--- config.mk ---
export PLATFORM = sky130hd
export DESIGN_NAME = iir_cascade_mux
export DESIGN_NICKNAME = d
export VERILOG_FILES = /design/src/rtl/iir_cascade_mux.sv
export SDC_FILE = /design/constraint.sdc
export NUM_CORES = 2
export LEC_CHECK = 0
export BUFFER_PORTS_ARGS = -buffer_cell sky130_fd_sc_hd__buf_2
export CAP_MARGIN = 20
export CORE_AREA = 3 3 245 247
export DETAILED_ROUTE_END_ITERATION = 16
export DIE_AREA = 0 0 248 250
export PLACE_DENSITY = 0.86
export RECOVER_POWER = 25
export SLEW_MARGIN = 20
export SYNTH_ARGS = -nofsm -noshare
export SYNTH_HDL_FRONTEND = slang
export SYNTH_SLANG_ARGS = --single-unit
--- constraint.sdc ---
create_clock -name clk -period 10.5 [get_ports clk]
set_input_delay 1.05 -clock clk [delete_from_list [all_inputs] [get_ports clk]]
set_output_delay 1.05 -clock clk [all_outputs]
set_load 0.02 [all_outputs]
--- src/rtl/iir_cascade_mux.sv ---
// Time-multiplexed cascade of N_STAGES biquads over N_CH interleaved channels, one shared MAC.
// Build option: define IIR_SAT_EN to saturate the stage output instead of wrapping it.
module iir_cascade_mux #(
  parameter int DATA_W    = 16,
  parameter int COEF_FRAC = 14,
  parameter int N_STAGES  = 2,
  parameter int N_CH      = 2,
  parameter int ACC_W     = 40
) (
  input  logic                                  clk,
  input  logic                                  reset,
  input  logic                                  l_r_clk,
  input  logic signed [DATA_W-1:0]              sample_in,
  input  logic                                  coef_we,
  input  logic [$clog2(N_STAGES*5)-1:0]         coef_addr,
  input  logic signed [DATA_W-1:0]              coef_data,
  output logic signed [DATA_W-1:0]              filtered_output,
  output logic                                  out_valid,
  output logic [(N_CH > 1 ? $clog2(N_CH) : 1)-1:0] out_ch,
  output logic                                  busy,
  output logic                                  overrun
);

  localparam int NCOEF = N_STAGES * 5;
  localparam int AW    = $clog2(NCOEF);
  localparam int CW    = N_CH > 1 ? $clog2(N_CH) : 1;
  localparam int SW    = N_STAGES > 1 ? $clog2(N_STAGES) : 1;
  localparam int PW    = 2 * DATA_W;

  localparam logic [CW-1:0] CH_LAST = CW'(N_CH - 1);
  localparam logic [SW-1:0] ST_LAST = SW'(N_STAGES - 1);
  localparam logic signed [ACC_W-1:0] RND =
    ACC_W'(1) <<< (COEF_FRAC - 1);
  localparam logic signed [DATA_W-1:0] ONE =
    DATA_W'(1) <<< COEF_FRAC;

  typedef enum logic [2:0] {
    IDLE, LOAD, MAC, WB, DONE
  } state_t;

  state_t state;

  logic                     d1, d2;
  logic                     l_r_edge;
  logic                     accept;
  logic [CW-1:0]            ch_cnt;
  logic [CW-1:0]            cur_ch;
  logic [SW-1:0]            stage;
  logic [2:0]               tap;
  logic signed [ACC_W-1:0]  acc;
  logic signed [ACC_W-1:0]  acc_nxt;
  logic signed [DATA_W-1:0] x_cur;
  logic signed [DATA_W-1:0] op;
  logic signed [DATA_W-1:0] coef;
  logic signed [PW-1:0]     prod;
  logic signed [ACC_W-1:0]  prod_ext;
  logic signed [DATA_W-1:0] y_red;
  logic [AW-1:0]            cidx;

  logic signed [DATA_W-1:0] coef_q [NCOEF];
  logic signed [DATA_W-1:0] hx1 [N_CH][N_STAGES];
  logic signed [DATA_W-1:0] hx2 [N_CH][N_STAGES];
  logic signed [DATA_W-1:0] hy1 [N_CH][N_STAGES];
  logic signed [DATA_W-1:0] hy2 [N_CH][N_STAGES];

  always_ff @(posedge clk or negedge reset) begin
    if (!reset) begin
      d1 <= 1'b0;
      d2 <= 1'b0;
    end else begin
      d1 <= l_r_clk;
      d2 <= d1;
    end
  end

  assign l_r_edge = d1 ^ d2;
  assign accept   = l_r_edge & ~busy;
  assign overrun  = l_r_edge & busy;

  always_ff @(posedge clk or negedge reset) begin
    if (!reset) begin
      for (int i = 0; i < NCOEF; i++)
        coef_q[i] <= (i % 5 == 0) ? ONE : '0;
    end else if (coef_we && !busy && 32'(coef_addr) < NCOEF) begin
      coef_q[coef_addr] <= coef_data;
    end
  end

  assign cidx = AW'(32'(stage) * 5 + 32'(tap));
  assign coef = coef_q[cidx];

  always_comb begin
    op = x_cur;
    unique case (1'b1)
      tap == 3'd1: op = hx1[cur_ch][stage];
      tap == 3'd2: op = hx2[cur_ch][stage];
      tap == 3'd3: op = hy1[cur_ch][stage];
      tap == 3'd4: op = hy2[cur_ch][stage];
      default:     op = x_cur;
    endcase
  end

  // feedback taps subtract the product so a -2.0 coefficient never has to be negated
  assign prod     = coef * op;
  assign prod_ext = {{(ACC_W-PW){prod[PW-1]}}, prod};
  assign acc_nxt  = (tap >= 3'd3) ? acc - prod_ext : acc + prod_ext;

`ifdef IIR_SAT_EN
  localparam logic signed [ACC_W-1:0] SMAX =
    {{(ACC_W-DATA_W+1){1'b0}}, {(DATA_W-1){1'b1}}};
  localparam logic signed [ACC_W-1:0] SMIN =
    {{(ACC_W-DATA_W+1){1'b1}}, {(DATA_W-1){1'b0}}};
  logic signed [ACC_W-1:0] rnd;

  always_comb begin
    rnd = (acc + RND) >>> COEF_FRAC;
    if (rnd > SMAX)
      y_red = SMAX[DATA_W-1:0];
    else if (rnd < SMIN)
      y_red = SMIN[DATA_W-1:0];
    else
      y_red = rnd[DATA_W-1:0];
  end
`else
  always_comb begin
    y_red = DATA_W'((acc + RND) >>> COEF_FRAC);
  end
`endif

  always_ff @(posedge clk or negedge reset) begin
    if (!reset) begin
      state           <= IDLE;
      ch_cnt          <= '0;
      cur_ch          <= '0;
      stage           <= '0;
      tap             <= '0;
      acc             <= '0;
      x_cur           <= '0;
      busy            <= 1'b0;
      out_valid       <= 1'b0;
      out_ch          <= '0;
      filtered_output <= '0;
      for (int c = 0; c < N_CH; c++)
        for (int s = 0; s < N_STAGES; s++) begin
          hx1[c][s] <= '0;
          hx2[c][s] <= '0;
          hy1[c][s] <= '0;
          hy2[c][s] <= '0;
        end
    end else begin
      out_valid <= 1'b0;
      if (l_r_edge)
        ch_cnt <= (ch_cnt == CH_LAST) ? '0 : ch_cnt + 1'b1;
      if (out_valid)
        busy <= 1'b0;
      unique case (state)
        IDLE: begin
          if (accept) begin
            x_cur  <= sample_in;
            cur_ch <= ch_cnt;
            busy   <= 1'b1;
            state  <= LOAD;
          end
        end
        LOAD: begin
          acc   <= '0;
          stage <= '0;
          tap   <= '0;
          state <= MAC;
        end
        MAC: begin
          acc <= acc_nxt;
          if (tap == 3'd4) begin
            tap   <= '0;
            state <= WB;
          end else begin
            tap <= tap + 1'b1;
          end
        end
        WB: begin
          hx2[cur_ch][stage] <= hx1[cur_ch][stage];
          hx1[cur_ch][stage] <= x_cur;
          hy2[cur_ch][stage] <= hy1[cur_ch][stage];
          hy1[cur_ch][stage] <= y_red;
          x_cur <= y_red;
          acc   <= '0;
          if (stage == ST_LAST) begin
            state <= DONE;
          end else begin
            stage <= stage + 1'b1;
            state <= MAC;
          end
        end
        DONE: begin
          filtered_output <= x_cur;
          out_ch          <= cur_ch;
          out_valid       <= 1'b1;
          state           <= IDLE;
        end
        default: state <= IDLE;
      endcase
    end
  end

endmodule

==> results.md <==
* Final worst slack at 0.237 ns
* Max incr delay on CP at 0.55 ns
* Syn Area/Cell at 10.7 µm²
* Initial antenna violation count at 2
* Share of cells above drive strength 1 at 23.0%
* GR Layer Usage met2 at 45.8%
* Routed wire length at 94.7 mm
* Req. time, crit path at 11.02 ns
* FILL cells at 3893
* # Max-Cap Violations at 2
* Slowest CP cell: dfrtp_4
* WP data arrival at 10.78 ns
* Nets at 3620
* Max FO, Critical Path at 10
* TritonCTS clock tree: done
* Post-Syn Instances at 3120
* Ports at 60
* Number of enable flip-flop cells after synthesis at 0
* Largest net degree at the start of global routing at 168
* Crit path launch type: flop
* #FFs+latches synth at 492
* Fmax at 97.4 MHz
* Synth cell types at 76
* Routed length per instance at 23.6 µm
* Antenna cells at 0
* Initial Util at 57.8%
* Max-slew violations at 183
* PortBufs at 59
* Buf+Inv Stages, Crit Path at 6
* Syn nets at 3527
* Crit-path most repeated cell: fa_1
* Core area at 57800 µm²
* Mapped Area at 33400 µm²
* Max Root-Sink Buffers at 3
* Routability cong. at 1.06
* Period utilization at 97.7%
* Area share of the largest cell type after synthesis at 36.7%
* Die width at 248 µm
* Placement Setup Slack at -0.0666 ns
* Top_reg_cell synth: dfrtp_1
* Die Area at 62000 µm²
* Hold Buf Count CTS at 0
* Commonest non-fill, non-tap cell in the layout: nand2_1
* Met3 Use GR at 7.56%
* # H-tree levels at 2
* Initial DRC Count at 3163
* DP HPWL at 63.7 mm
* Worst rel slew slack at -324%
* Top Family by Delay on Critical Path: adder cells
* Via count at 25400
* Fin cells at 4019
* Crit path kind: reg -> reg
* # clock sinks at 492
* Clock Latency Late Sink at 0.63 ns
* DR vias/cell at 6.32
* TNS Setup at 0 ns
* M1 GR Usage at 40.8%
* Final setup fails at 0
* Post-synth top area cell: dfrtp_1
* Pre-antenna DRT Iters at 8
* Sequential share of the synthesized area at 36.9%
* Outcome: finished with violations
* Gr usage total at 29.8%
* Fin. Hold Viols at 0
* Global-route wire length before repair at 145 mm
* Synth-to-layout area growth at 12.2%
* Final min period at 10.26 ns
* Post-route DRC at 0
* Worst-path clk slew at 0.07 ns
* Clk root buf: clkbuf_16
* Synth top area cells: dfrtp_1 (37%), fa_1 (15%), mux2_2 (9.3%)
* Async set-reset flop share out of synthesis at 100%
* Min-Delay Path Class: reg -> reg
* GR Overflow Total at 0
* Worst-Margin Slew at 6.36 ns
* Vias in the first global route at 26100
* Most used routing layer: met2
* Die Y at 250 µm
* CP endpoint kind: flop
* Failing checks: max-capacitance violations, max-slew violations
* Row count at 88
* Antenna Nets Post-Route at 0
* Core Util, Final at 64.9%
* Setup Skew at 0.0284 ns
* Yosys warnings at 0
* Total CTS buffers at 49
* Commonest cells after routing, fill and taps aside: nand2_1 (520), dfrtp_1 (486), inv_1 (340)
* Dpl cells at 3897
==> flip-flops by register name, indices dropped and copies added, names as in the netlist, 3 cells and up <==
name / flops
state: 3
filtered_output: 16
hx1: 64
hy2: 64
x_cur: 16
acc: 30
hx2: 64
hy1: 64
tap: 3
coef_q: 160
==> metrics by stage <==
stage          hold slack [ns]  instance area, µm²
2_1_floorplan            0.373               33400
3_3_place_gp             0.382               35100
3_5_place_dp             0.397               35100
4_1_cts                  0.415               36900
5_1_grt                  0.425               37500
6_report                 0.403               37500
==> layout make-up <==
cell class                      instances  area (µm²)  share of cell area (%)
Tap cell                              765         957                    2.55
Clock buffer                           64        1390                    3.71
Inverter                              341        1280                    3.41
Timing Repair Buffer                  199        1570                    4.18
Clock inverter                         28         392                    1.04
Multi-Input combinational cell       2130       19600                    52.2
Sequential cell                       492       12300                    32.9
==> cell families after synthesis <==
logic type                 after synthesis  share of synthesized area [%]
DFF                                    492                           36.9
and+or+nand+nor                        872                           10.8
adders and majority gates              367                           19.3
xor gates and xnor gates                98                           2.59
muxes                                  405                           16.8
buffers and inverters                  500                           5.66
AOI/OAI and AO/OA                      386                           8.04
==> worst paths after layout <==
path,slack (ns),end,cells after the start,from
max in group asynchronous,2.50,hx1[24],2,reset
setup / recovery,0.24,acc[29],37,stage
min in group asynchronous,2.80,hy1[28],1,reset
hold / removal,0.40,d2,0,d1
setup reg to reg,0.24,acc[29],37,stage
hold reg to reg,0.40,d2,0,d1
==> what timing repair did <==
action | 4_1_cts | 5_1_grt
resized for setup | 5 | 88
setup endpoints to repair | 1 | 7
endpoints found under the hold margin | 0 | 0
pin swaps | 0 | 20
buffers inserted | 0 | 24
cloned | 0 | 6
==> metal layers <==
layer / vias up / wire (µm)
li1: 10600 / -
met1: 12700 / 34400
met2: 1634 / 44500
met3: 383 / 10900
met4: 2 / 4840
met5: - / 53
==> cell usage after synthesis, types with 5 or more instances <==
| master | instances |
|---|---|
| a2111oi_0 | 5 |
| a211o_1 | 6 |
| a21o_1 | 27 |
| a21oi_1 | 44 |
| a221oi_1 | 5 |
| a22o_1 | 49 |
| a22oi_1 | 26 |
| a31oi_1 | 17 |
| and2_1 | 14 |
| and3_1 | 9 |
| buf_1 | 36 |
| clkbuf_1 | 119 |
| dfrtp_1 | 490 |
| fa_1 | 249 |
| ha_1 | 118 |
| inv_1 | 341 |
| mux2_2 | 275 |
| mux2i_1 | 34 |
| mux4_2 | 96 |
| nand2_1 | 523 |
| nand2b_1 | 12 |
| nand3_1 | 20 |
| nand4_1 | 5 |
| nor2_1 | 220 |
| nor2b_1 | 13 |
| nor3_1 | 15 |
| o21a_1 | 15 |
| o21ai_0 | 89 |
| o21ai_1 | 5 |
| o21bai_1 | 10 |
| o22a_1 | 27 |
| o22ai_1 | 16 |
| o31ai_1 | 10 |
| or2_2 | 9 |
| or3_1 | 11 |
| xnor2_1 | 60 |
| xor2_1 | 37 |
Power is not shown: default switching activity piles up to over one toggle a cycle in this logic, so the estimate is an artifact.
